### src/rtl/dma_ctrl_if.sv
// Bus bundles for the DMA engine: the CPU-facing register port and the memory-facing master port.
interface dma_slv_if;
    logic        s_cs_;
    logic        s_as_;
    logic        s_rw;
    logic [1:0]  s_addr;
    logic [31:0] s_wr_data;
    logic [31:0] s_rd_data;
    logic        s_rdy_;

    modport master (output s_cs_, s_as_, s_rw, s_addr, s_wr_data, input s_rd_data, s_rdy_);
    modport slave  (input s_cs_, s_as_, s_rw, s_addr, s_wr_data, output s_rd_data, s_rdy_);
endinterface

interface dma_mst_if;
    logic        m_req_;
    logic        m_grnt_;
    logic        m_as_;
    logic        m_rw;
    logic [29:0] m_addr;
    logic [31:0] m_wr_data;
    logic [31:0] m_rd_data;
    logic        m_rdy_;

    modport master (output m_req_, m_as_, m_rw, m_addr, m_wr_data, input m_grnt_, m_rd_data, m_rdy_);
    modport slave  (input m_req_, m_as_, m_rw, m_addr, m_wr_data, output m_grnt_, m_rd_data, m_rdy_);
endinterface

### src/rtl/dma_ctrl.sv
// Single-channel memory-to-memory DMA: CPU-programmed SRC/DST/COUNT, one word per bus tenure,
// level interrupt on completion.
module dma_ctrl #(
    parameter int CNT_W = 16
) (
    input  logic      clk,
    input  logic      reset,
    dma_slv_if.slave  s_bus,
    dma_mst_if.master m_bus,
    output logic      irq
);
    typedef enum logic [2:0] {IDLE, REQ, RD, WR, NEXT, FIN} state_e;

    state_e           state_q, state_d;
    logic [29:0]      src_q, src_d;
    logic [29:0]      dst_q, dst_d;
    logic [29:0]      addr_q, addr_d;
    logic [CNT_W-1:0] cnt_q, cnt_d;
    logic [31:0]      buf_q, buf_d;
    logic [31:0]      rd_data_q, rd_data_d;
    logic             ie_q, ie_d;
    logic             done_q, done_d;
    logic             abort_q, abort_d;
    logic             rdy_q, rdy_d;
    logic             irq_q, irq_d;

    logic busy, acc, wr_acc, gnt, mrdy;
    logic unused_wdata;

    assign busy   = (state_q != IDLE);
    assign acc    = !s_bus.s_cs_ && !s_bus.s_as_;
    assign wr_acc = acc && !s_bus.s_rw;
    assign gnt    = !m_bus.m_grnt_;
    assign mrdy   = gnt && !m_bus.m_rdy_;
    assign unused_wdata = ^s_bus.s_wr_data[31:30];

    always_comb begin
        state_d   = state_q;
        src_d     = src_q;
        dst_d     = dst_q;
        addr_d    = addr_q;
        cnt_d     = cnt_q;
        buf_d     = buf_q;
        ie_d      = ie_q;
        done_d    = done_q;
        abort_d   = abort_q;
        rdy_d     = !acc;
        rd_data_d = '0;
        irq_d     = done_q & ie_q;

        if (acc && s_bus.s_rw) begin
            case (s_bus.s_addr)
                2'd0: rd_data_d = {28'd0, 1'b0, done_q, ie_q, busy};
                2'd1: rd_data_d = {2'b00, src_q};
                2'd2: rd_data_d = {2'b00, dst_q};
                2'd3: rd_data_d = 32'(cnt_q);
            endcase
        end

        if (wr_acc) begin
            case (s_bus.s_addr)
                2'd0: begin
                    ie_d = s_bus.s_wr_data[1];
                    if (s_bus.s_wr_data[2]) done_d = 1'b0;
                    if (s_bus.s_wr_data[3] && busy) abort_d = 1'b1;
                    if (s_bus.s_wr_data[0] && !busy) begin
                        if (cnt_q == '0) done_d = 1'b1;
                        else             state_d = REQ;
                    end
                end
                2'd1: if (!busy) src_d = s_bus.s_wr_data[29:0];
                2'd2: if (!busy) dst_d = s_bus.s_wr_data[29:0];
                2'd3: if (!busy) cnt_d = s_bus.s_wr_data[CNT_W-1:0];
            endcase
        end

        // FSM updates come after register writes so a FIN-cycle DONE set beats a DONE clear.
        case (state_q)
            IDLE: ;
            REQ: begin
                if (gnt) begin
                    addr_d  = src_q;
                    state_d = RD;
                end
            end
            RD: begin
                if (mrdy) begin
                    buf_d   = m_bus.m_rd_data;
                    addr_d  = dst_q;
                    state_d = WR;
                end
            end
            WR: begin
                if (mrdy) begin
                    src_d   = src_q + 30'd1;
                    dst_d   = dst_q + 30'd1;
                    cnt_d   = cnt_q - 1'b1;
                    state_d = NEXT;
                end
            end
            NEXT: state_d = (cnt_q == '0 || abort_q) ? FIN : REQ;
            FIN: begin
                done_d  = 1'b1;
                abort_d = 1'b0;
                state_d = IDLE;
            end
            default: state_d = IDLE;
        endcase
    end

    always_ff @(posedge clk or negedge reset) begin
        if (!reset) begin
            state_q <= IDLE;
        end else begin
            state_q <= state_d;
        end
    end

    always_ff @(posedge clk or negedge reset) begin
        if (!reset) begin
            src_q     <= '0;
            dst_q     <= '0;
            addr_q    <= '0;
            cnt_q     <= '0;
            buf_q     <= '0;
            ie_q      <= 1'b0;
            done_q    <= 1'b0;
            abort_q   <= 1'b0;
            rdy_q     <= 1'b1;
            rd_data_q <= '0;
            irq_q     <= 1'b0;
        end else begin
            src_q     <= src_d;
            dst_q     <= dst_d;
            addr_q    <= addr_d;
            cnt_q     <= cnt_d;
            buf_q     <= buf_d;
            ie_q      <= ie_d;
            done_q    <= done_d;
            abort_q   <= abort_d;
            rdy_q     <= rdy_d;
            rd_data_q <= rd_data_d;
            irq_q     <= irq_d;
        end
    end

    // Strobes decode straight from state so an async reset drops them immediately.
    assign m_bus.m_req_     = !(state_q == REQ || state_q == RD || state_q == WR);
    assign m_bus.m_as_      = !((state_q == RD || state_q == WR) && gnt);
    assign m_bus.m_rw       = (state_q != WR);
    assign m_bus.m_addr     = addr_q;
    assign m_bus.m_wr_data  = buf_q;
    assign s_bus.s_rd_data  = rd_data_q;
    assign s_bus.s_rdy_     = rdy_q;
    assign irq              = irq_q;
endmodule
### src/flat_wrapper.sv
// flat-port wrapper written by rule: the top's interface ports become plain ports
module dma_ctrl_flat 
#(
    parameter int CNT_W = 16
)
  (clk, reset, irq, s_bus_s_cs_, s_bus_s_as_, s_bus_s_rw, s_bus_s_addr, s_bus_s_wr_data, s_bus_s_rd_data, s_bus_s_rdy_, m_bus_m_req_, m_bus_m_as_, m_bus_m_rw, m_bus_m_addr, m_bus_m_wr_data, m_bus_m_grnt_, m_bus_m_rd_data, m_bus_m_rdy_);
  dma_slv_if s_bus_i ();
  dma_mst_if m_bus_i ();
  input  logic clk;
  input  logic reset;
  output logic irq;
  input wire logic [$bits(s_bus_i.s_cs_)-1:0] s_bus_s_cs_;
  input wire logic [$bits(s_bus_i.s_as_)-1:0] s_bus_s_as_;
  input wire logic [$bits(s_bus_i.s_rw)-1:0] s_bus_s_rw;
  input wire logic [$bits(s_bus_i.s_addr)-1:0] s_bus_s_addr;
  input wire logic [$bits(s_bus_i.s_wr_data)-1:0] s_bus_s_wr_data;
  output wire logic [$bits(s_bus_i.s_rd_data)-1:0] s_bus_s_rd_data;
  output wire logic [$bits(s_bus_i.s_rdy_)-1:0] s_bus_s_rdy_;
  output wire logic [$bits(m_bus_i.m_req_)-1:0] m_bus_m_req_;
  output wire logic [$bits(m_bus_i.m_as_)-1:0] m_bus_m_as_;
  output wire logic [$bits(m_bus_i.m_rw)-1:0] m_bus_m_rw;
  output wire logic [$bits(m_bus_i.m_addr)-1:0] m_bus_m_addr;
  output wire logic [$bits(m_bus_i.m_wr_data)-1:0] m_bus_m_wr_data;
  input wire logic [$bits(m_bus_i.m_grnt_)-1:0] m_bus_m_grnt_;
  input wire logic [$bits(m_bus_i.m_rd_data)-1:0] m_bus_m_rd_data;
  input wire logic [$bits(m_bus_i.m_rdy_)-1:0] m_bus_m_rdy_;
  assign s_bus_i.s_cs_ = s_bus_s_cs_;
  assign s_bus_i.s_as_ = s_bus_s_as_;
  assign s_bus_i.s_rw = s_bus_s_rw;
  assign s_bus_i.s_addr = s_bus_s_addr;
  assign s_bus_i.s_wr_data = s_bus_s_wr_data;
  assign s_bus_s_rd_data = s_bus_i.s_rd_data;
  assign s_bus_s_rdy_ = s_bus_i.s_rdy_;
  assign m_bus_m_req_ = m_bus_i.m_req_;
  assign m_bus_m_as_ = m_bus_i.m_as_;
  assign m_bus_m_rw = m_bus_i.m_rw;
  assign m_bus_m_addr = m_bus_i.m_addr;
  assign m_bus_m_wr_data = m_bus_i.m_wr_data;
  assign m_bus_i.m_grnt_ = m_bus_m_grnt_;
  assign m_bus_i.m_rd_data = m_bus_m_rd_data;
  assign m_bus_i.m_rdy_ = m_bus_m_rdy_;
  dma_ctrl #(.CNT_W(CNT_W)) u_core (.clk(clk), .reset(reset), .s_bus(s_bus_i), .m_bus(m_bus_i), .irq(irq));
endmodule
### config.mk
export PLATFORM = sky130hd
export DESIGN_NAME = dma_ctrl_flat
export DESIGN_NICKNAME = d
export VERILOG_FILES = /design/src/rtl/dma_ctrl_if.sv /design/src/rtl/dma_ctrl.sv /design/src/flat_wrapper.sv
export SDC_FILE = /design/constraint.sdc
export NUM_CORES = 1
export LEC_CHECK = 0
export ABC_AREA = 1
export CAP_MARGIN = 20
export CORE_UTILIZATION = 40
export CTS_BUF_LIST = sky130_fd_sc_hd__clkbuf_4
export CTS_CLUSTER_DIAMETER = 50
export CTS_CLUSTER_SIZE = 30
export DETAILED_ROUTE_END_ITERATION = 12
export GPL_TIMING_DRIVEN = 0
export SYNTH_ARGS = -nofsm -noshare
export SYNTH_HDL_FRONTEND = slang
export SYNTH_SLANG_ARGS = --single-unit
### constraint.sdc
create_clock -name clk -period 2.2 [get_ports clk]
set_clock_uncertainty 0.2 [all_clocks]
set_input_delay 0.44 -clock clk [delete_from_list [all_inputs] [get_ports clk]]
set_output_delay 0.44 -clock clk [all_outputs]
set_load 0.02 [all_outputs]
Word level (Yosys, flattened, before mapping) --
Index checks and enable logic that the tools add are counted.
Operators by class: bitwise operators 1, $add $sub $neg 3, reductions and logical operators 33, mux-type cells 39, equal/unequal tests 11
Operators by type and width (count):
- 30-bit two-way mux | 12
- 32-bit one-hot mux with 4 select lines | 1
- 16-bit two-way mux | 5
- 30-bit by 1-bit adder with 30-bit output, second input constant | 2
- 30-bit one-hot mux with 2 select lines | 1
- 32-bit two-way mux | 1
- 3-bit two-way mux | 8
- 16-bit zero test | 1
- 16-bit by 1-bit subtractor with 16-bit output, second input constant | 1
- 3-bit one-hot mux with 5 select lines | 1
- 1-bit two-way mux | 10
- 1-bit zero test | 9
- 2-bit nonzero test | 4
- 1-bit logical AND | 7
- 3-bit by 2-bit equality test with 1-bit output, second input constant | 2
- 3-bit equality test, second input constant | 2
- 2-bit AND reduction | 3
- 3-bit AND reduction | 2
- 2-bit equality test, second input constant | 2
- 1-bit logical OR | 4
- 3-bit by 1-bit equality test with 1-bit output, second input constant | 1
- 3-bit zero test | 1
- 3-bit by 2-bit != test with 1-bit output, second input constant | 1
- 3-bit nonzero test | 1
- other kinds (5) | 5
Storage, ports and cells: output and inout bits 99, logic and storage cells 99, input bits 73, register bits 178

Longest topological paths before layout --
Gate-level depths: netlist (run 1).
word-level depth 8, depth in mapped cells 10, mapped depth without buffers 10

Least setup slack after synthesis (run 1) --
OpenSTA, ideal clock, no wires.
kind in2reg, start input port s_bus_s_as_, end register u_core.src_q[20], stages on the path 9, buffers on the path 1, slack 0.391 ns, setup time 0.120 ns, arrival 1.490 ns, data required time 1.880 ns, path through nor2_1 -> nand2_2 -> inv_1 -> nand2_2 -> nor2_1 -> buf_2 -> o21ai_0 -> o21ai_0 -> inv_1
Between the ends: word-level cells in the longest chain between the ends 6
Ends and longest elaborated chain:
- start: declaration | RTL line flat_wrapper.sv:13 | input wire logic [$bits(s_bus_i.s_as_)-1:0] s_bus_s_as_;
- 1-bit zero test (*) | RTL line dma_ctrl.sv:31 | assign acc = !s_bus.s_cs_ && !s_bus.s_as_;
- 1-bit logical AND (*) | RTL line dma_ctrl.sv:31
- 1-bit logical AND (*) | RTL line dma_ctrl.sv:32 | assign wr_acc = acc && !s_bus.s_rw;
- 30-bit two-way mux (*) | RTL line dma_ctrl.sv:60 | if (wr_acc) begin
- 30-bit two-way mux | RTL line dma_ctrl.sv:94 | if (mrdy) begin
- 30-bit two-way mux (*) | RTL line dma_ctrl.sv:78 | case (state_q)
- named net u_core.src_d[20] | RTL line dma_ctrl.sv:15 | logic [29:0] src_q, src_d;
- end signal: assignment | RTL line dma_ctrl.sv:133 | src_q <= src_d;
- end: declaration | RTL line dma_ctrl.sv:15
The timed path passes the listed nets; every way through them passes the cells marked *. A chain may end at the register's enable or synchronous reset.

Worst setup path in the final report (run 1) --
start input port s_bus_s_addr[1], end register u_core.dst_q[6]
Between the ends: word-level cells in the longest chain between the ends 5
Ends and longest elaborated chain:
- start: declaration | RTL line flat_wrapper.sv:15 | input wire logic [$bits(s_bus_i.s_addr)-1:0] s_bus_s_addr;
- 2-bit equality test (*) | RTL line dma_ctrl.sv:61 | case (s_bus.s_addr)
- 30-bit two-way mux (*) | RTL line dma_ctrl.sv:61
- 30-bit two-way mux (*) | RTL line dma_ctrl.sv:60
- 30-bit two-way mux | RTL line dma_ctrl.sv:94
- 30-bit two-way mux (*) | RTL line dma_ctrl.sv:78
- named net u_core.dst_d[6] | RTL line dma_ctrl.sv:16 | logic [29:0] dst_q, dst_d;
- end signal: assignment | RTL line dma_ctrl.sv:134 | dst_q <= dst_d;
- end: declaration | RTL line dma_ctrl.sv:16
Marks and branches as above.

==> out/results.ini, run 1 <==
[outcome]
status=finished clean

[logic_synthesis]
yosysMostFrequentCell=nand2_1
yosys_warnings=0
synth_ff_type=dfrtp_1
synth_top_cell_area_share=0.437
synth_cell_type_count=37
synth_common_cells=nand2_1, nor2_1, dfrtp_1
synth_edf_count=0
ys_seq_elements=176
synth.largest_area_cell=dfrtp_1
synth.avg_cell_area_um2=7.03
synthCells=1425
yosys-top-cells-area=dfrtp_1, nand2_1, nor2_1
ys_seq_area_frac=0.440
async_flop_share=1.00
syn_area_um2=10000

[power_and_ir_drop]
leakage_nw=6.09
peakVddDrop_mv=0.493
p_total_w=0.0148
p_seq_frac=0.411
power_switching_w=0.00734
cellPowerDensity_nw_per_um2=1190
sw_frac_of_total=0.495
clkPwrFrac=0.136
intPower_w=0.00750
p_comb_frac=0.453

[clocking]
clk_path_buf_depth=2
cts_buffers=17
cts_max_level=4
cts.clk_slew.worst_paths_ns=0.17
cts_tree=yes
clock-root-buffer=clkbuf_4
insertion_delay_ns=0.60
clkSinkCount=176

[worst_setup_path]
cp_top_family=buffers and inverters
crit_fanout=10
cp.arrival_ns=2.49
startpoint_type=primary input
slowest_stage=clkdlybuf4s50_1
crit_chain=clkdlybuf4s50_1 > nand2_1 > nor2_4 > inv_1 > clkbuf_1 > o21ai_0 > a2bb2oi_1
cp-end-kind=register
required_ns=2.52
rr_startpoint=u_core.dst_q[2]
cp_num_cells=7
reg2reg_slack_ns=0.05
reg2reg_to=u_core.dst_q[13]
path_buf_inv=3
path_class=primary input to register
r2r_cells=6
slowest_delay_ns=0.61

[die]
die_y_um=160
ios=172
core_um2=24500
initial_core_util=0.409
die_area_um2=25700
die_w_um=160
rows=57

[sta]
layout_worst_path_cycle_share=0.985
hold_violations=0
worst_pin_slew_ns=0.772
rsz0062_at_grt=yes
fin_ws_ns=0.0331
slew_headroom=0.486
fin_tns_setup_ns=0
period_minus_slack_ns=2.17
fmax_ghz=0.461
finalSetupViolations=0
report.final.slew_viol_count=0

[grt]
grt_use_total=0.300
grt_pass1_wl_um=58800
antenna_found_initial=1
grt_start_max_net_pins=92
grt_pass1_vias=10100
grt-ovfl-total=0

[run]
maxCapViolCount=0

[final_layout]
fin_cells=1959
nets=1698
seq_area_um2=4410
synthToLayoutAreaGrowth_pct=24.6
multiInputGateArea_um2=4830
drive_above_1_share=0.0722
nFillCells=2521

[min_path]
hp-start=m_bus_m_rd_data[31]
holdPathStages=3
worstHoldEndpoint=u_core.m_bus.m_wr_data[31]
hp-class=primary input to register

[detailed_routing]
remaining_drc_errors=0
drt_iter0_drc=1193
drt_wl_total_um=37800
vias=10600
routed_via_density=5.41
postRouteAntennaNets=0
drt-pass1-iter-count=7
wl_per_cell_um=19.3

[placement]
dp.cells=1918
place_hpwl_um=28900
place_congestion=0.977
place_ws_ns=-0.631
port_buffers=167

-- how the worst max path moves through the flow --
stage	start	slack, ns	end
after global placement	reset	-7.29	u_core.cnt_q[11]
final	s_bus_s_addr[1]	0.03	u_core.dst_q[6]
after detailed placement	s_bus_s_addr[0]	-0.63	u_core.src_q[21]
after floorplan	s_bus_s_as_	0.39	u_core.src_q[20]
after CTS	u_core.state_q[2]	-0.03	m_bus_m_as_
after global routing	u_core.state_q[2]	-0.02	m_bus_m_req_
-- final cells by class --
cell class	instances	area share
multi-input cells	1046	0.387
flip-flops and latches	176	0.353
repair buffers	176	0.133
inverters	141	0.0433
well taps	324	0.0325
plain buffers	63	0.0258
clock inverters	14	0.0136
clock buffers	18	0.0108
diodes	1	0.000201
-- worst register-to-register path: cells and delay by family (launching register included) --
kind | cells | cell delay, ns
buffers and inverters | 1 | 0.06
AOI/OAI and AO/OA | 1 | 0.15
and+or+nand+nor | 3 | 0.93
xor gates and xnor gates | 1 | 0.19
DFF | 1 | 0.52
-- sequential cells by signal (all words and copies together), names as in the netlist --
signal	flops
u_core.irq	1
u_core.done_q	1
u_core.s_bus.s_rdy_	1
u_core.ie_q	1
u_core.dst_q	30
u_core.m_bus.m_addr	30
u_core.m_bus.m_wr_data	32
u_core.cnt_q	16
u_core.state_q	3
u_core.s_bus.s_rd_data	30
u_core.abort_q	1
u_core.src_q	30
-- cells in the final DEF (no fill, tap or decap), types with 9 or more instances in the layout --
cell type and count:
nand2_1 441, nor2_1 179, dfrtp_1 174, inv_1 133
a21oi_1 92, dlygate4sd2_1 90, o21ai_0 83, nand3_1 82
clkdlybuf4s50_1 69, a31oi_1 33, clkbuf_1 24, buf_2 21
clkbuf_4 21, buf_4 18, a22oi_1 15, xor2_1 15
nor3_1 13, o22ai_1 13, nor2_2 9
-- per-layer routing --
metal  up-vias  GRT usage  share of wire
met5         -          0              0
met2       554      0.467           0.44
met4         0      0.111          0.033
li1       4998          -              -
met3        95     0.0527          0.095
met1      4955      0.418           0.43
-- what timing repair did --
item	CTS	global route
hold buffers	1	0
setup buffers	4	3
gates resized for setup	114	34
pin swaps	2	2
endpoints found under the setup margin	99	65
hold endpoints to repair	85	0
cloned	0	0
-- power groups by stage --
| stage | sequential, W | clock [W] | combinational [W] |
|---|---|---|---|
| 6_report | 0.00609 | 0.00202 | 0.00672 |
| 5_1_grt | 0.00626 | 0.00217 | 0.00747 |
| 2_1_floorplan | 0.00625 | 0 | 0.00359 |
| 3_3_place_gp | 0.00611 | 0 | 0.00683 |
| 3_5_place_dp | 0.00613 | 0 | 0.00691 |
| 4_1_cts | 0.00602 | 0.00205 | 0.00659 |
-- through the flow --
step	hold slack (ns)	area, um2	utilization
3_3_place_gp	0.253	12100	0.495
6_report	0.167	12500	0.510
4_1_cts	0.141	12400	0.506
5_1_grt	0.139	12500	0.510
2_1_floorplan	-0.0556	10000	-
3_5_place_dp	0.259	12100	0.496
-- cell families (layout without fill, tap and decap cells) --
logic type,after synthesis,after routing,synth area share
AND/OR/NAND/NOR,761,761,0.310
adder cells (fa/ha/maj),4,4,0.00500
AO/OA/AOI/OAI,259,259,0.145
buffers and inverters,204,412,0.0826
flip-flops,176,176,0.440
XOR/XNOR,20,20,0.0175
other,1,3,0.000374
(Power assumes the default switching activity.)
==> run 2: changes to the inputs <==
--- a/config.mk
+++ b/config.mk
@@ -13,6 +13,7 @@
 export CTS_CLUSTER_SIZE = 30
 export DETAILED_ROUTE_END_ITERATION = 12
 export GPL_TIMING_DRIVEN = 0
+export SLEW_MARGIN = 30
 export SYNTH_ARGS = -nofsm -noshare
 export SYNTH_HDL_FRONTEND = slang
 export SYNTH_SLANG_ARGS = --single-unit
==> run 2 against run 1 <==
Via count grew 0.89%. Critical path depth fell by 4. Sequential share of layout area fell by 0.14 points. Sequential power is essentially flat. Cell count is 0.20% higher. Die area is the same. Register-to-register slack better by 0.03 ns. Cell area increased by 0.39%. Power is 0.37% higher. Fmax increased by 1.3%. Flip-flop and latch count unchanged. Critical path type is now register to output port. Largest cell class unchanged.
==> out/results.ini, run 2 (synthesized netlist as in run 1, its figures left out) <==
[final_layout]
drive_above_1_share=0.0726
synthToLayoutAreaGrowth_pct=25.1
final_cell_mix=nand2_1, nor2_1, dfrtp_1
final_area_um2=12500
multiInputGateArea_um2=4840
nFillCells=2496
nets=1702
layout_commonest_cell=nand2_1
seq_area_um2=4410
largest_reg_flops=32

[sta]
report.final.slew_viol_count=0
worst_pin_slew_ns=0.833
fmax_ghz=0.467
hold_violations=0
rsz0062_at_grt=yes
fin_hold_ws_ns=0.0999
finalSetupViolations=0
period_minus_slack_ns=2.14
slew_headroom=0.445
layout_worst_path_cycle_share=0.973

[detailed_routing]
postRouteAntennaNets=0
drt_iter0_drc=1274
drt_wl_total_um=38000
drt-pass1-iter-count=6
routed_via_density=5.45
wl_per_cell_um=19.4
vias=10700
remaining_drc_errors=0

[power_and_ir_drop]
cellPowerDensity_nw_per_um2=1190
leakage_nw=6.06
peakVddDrop_mv=0.555

[grt]
grt_start_max_net_pins=48
grt-ovfl-total=0
antenna_found_initial=2
grt_pass1_wl_um=59200
grt_pass1_vias=10200
grt_use_total=0.303

[die]
initial_core_util=0.409
ios=172
die_w_um=160
rows=57
core_um2=24500
die_area_um2=25700
die_y_um=160

[min_path]
hp-class=primary input to asynchronous set/reset pin

[clocking]
clk_path_buf_depth=2
cts_tree=yes
cts_max_level=4
clock-root-buffer=clkbuf_4
clkSinkCount=176
insertion_delay_ns=0.61
cts.clk_slew.worst_paths_ns=0.17
cts_buffers=17

[worst_setup_path]
cp-startpoint=u_core.state_q[2]
path_class=register to output port
rr_startpoint=u_core.state_q[1]
crit_fanout=4
startpoint_type=register
required_ns=1.56
r2r_cells=9
cp.arrival_ns=1.50
cp-end-kind=output port

[placement]
port_buffers=167
place_congestion=0.977
placed_cell_area_um2=12200
place_hpwl_um=29200

[outcome]
status=finished clean

[run]
maxCapViolCount=0

==> run 2: cell count changes in the layout (fill, tap and decap cells not counted), sizes merged <==
cell | before | now
dlygate4sd2 | 90 | 94
dlymetal6s2s | 4 | 0
buf | 46 | 52
clkinvlp | 2 | 3
clkbuf | 47 | 44
==> run 2: path summary, 6_finish.rpt <==
| path | endpoint | slack [ns] |
|---|---|---|
| max reg2reg | u_core.dst_q[13] | 0.08 |
| max in group asynchronous | u_core.s_bus.s_rdy_ | 0.80 |
| min in group clk | u_core.m_bus.m_wr_data[8] | 0.14 |
| min | u_core.m_bus.m_addr[27] | 0.1 |
| max | m_bus_m_rw | 0.06 |
| min reg2reg | u_core.m_bus.m_wr_data[29] | 0.29 |
==> run 2: metrics by stage <==
step	total power, W	worst slack, ns	std cells	setup TNS [ns]	utilization
2_1_floorplan	0.00984	0.391	1426	0	-
4_1_cts	0.0147	-0.0489	1957	-0.0489	0.508
3_3_place_gp	0.0129	-7.29	1917	-1323.61	0.495
5_1_grt	0.0159	-0.0264	1963	-0.0623	0.512
3_5_place_dp	0.0131	-0.648	1920	-50.20	0.498
6_report	0.0149	0.0601	1963	0	0.512
==> run 2: layout make-up <==
class	instances	area share
multi-input cells	1046	0.386
flip-flops and latches	176	0.352
repair buffers	180	0.137
inverters	141	0.0432
well taps	324	0.0324
plain buffers	63	0.0256
clock inverters	15	0.0138
clock buffers	17	0.0102
diodes	1	0.000200
==> run 2: critical path, stage by stage (launching register included) <==
cell,delay [ns]
dfrtp_1,0.44
nor2_4,0.17
nand2_2,0.11
buf_2,0.18
==> run 2: what timing repair did <==
| action | 4_1_cts | 5_1_grt |
|---|---|---|
| hold endpoints to repair | 129 | 0 |
| gates resized for setup | 118 | 29 |
| endpoints found under the setup margin | 102 | 59 |
| pin swaps | 2 | 3 |
| hold buffers | 1 | 0 |
| buffers inserted | 4 | 5 |
==> run 2: layer usage <==
metal / track usage / up-vias / share of wire
li1: - / 5012 / -
met1: 0.424 / 5012 / 0.44
met2: 0.458 / 570 / 0.44
met3: 0.0613 / 100 / 0.091
met4: 0.120 / 2 / 0.034
met5: 0 / - / 0.00029
==> run 2: report_power, final <==
group | leakage [nW] | switching, W | internal [W] | total [W]
sequential | 2.18 | 0.00163 | 0.00448 | 0.00611
clock | 0.155 | 0.00139 | 0.000621 | 0.00201
combinational | 3.73 | 0.00438 | 0.00239 | 0.00677
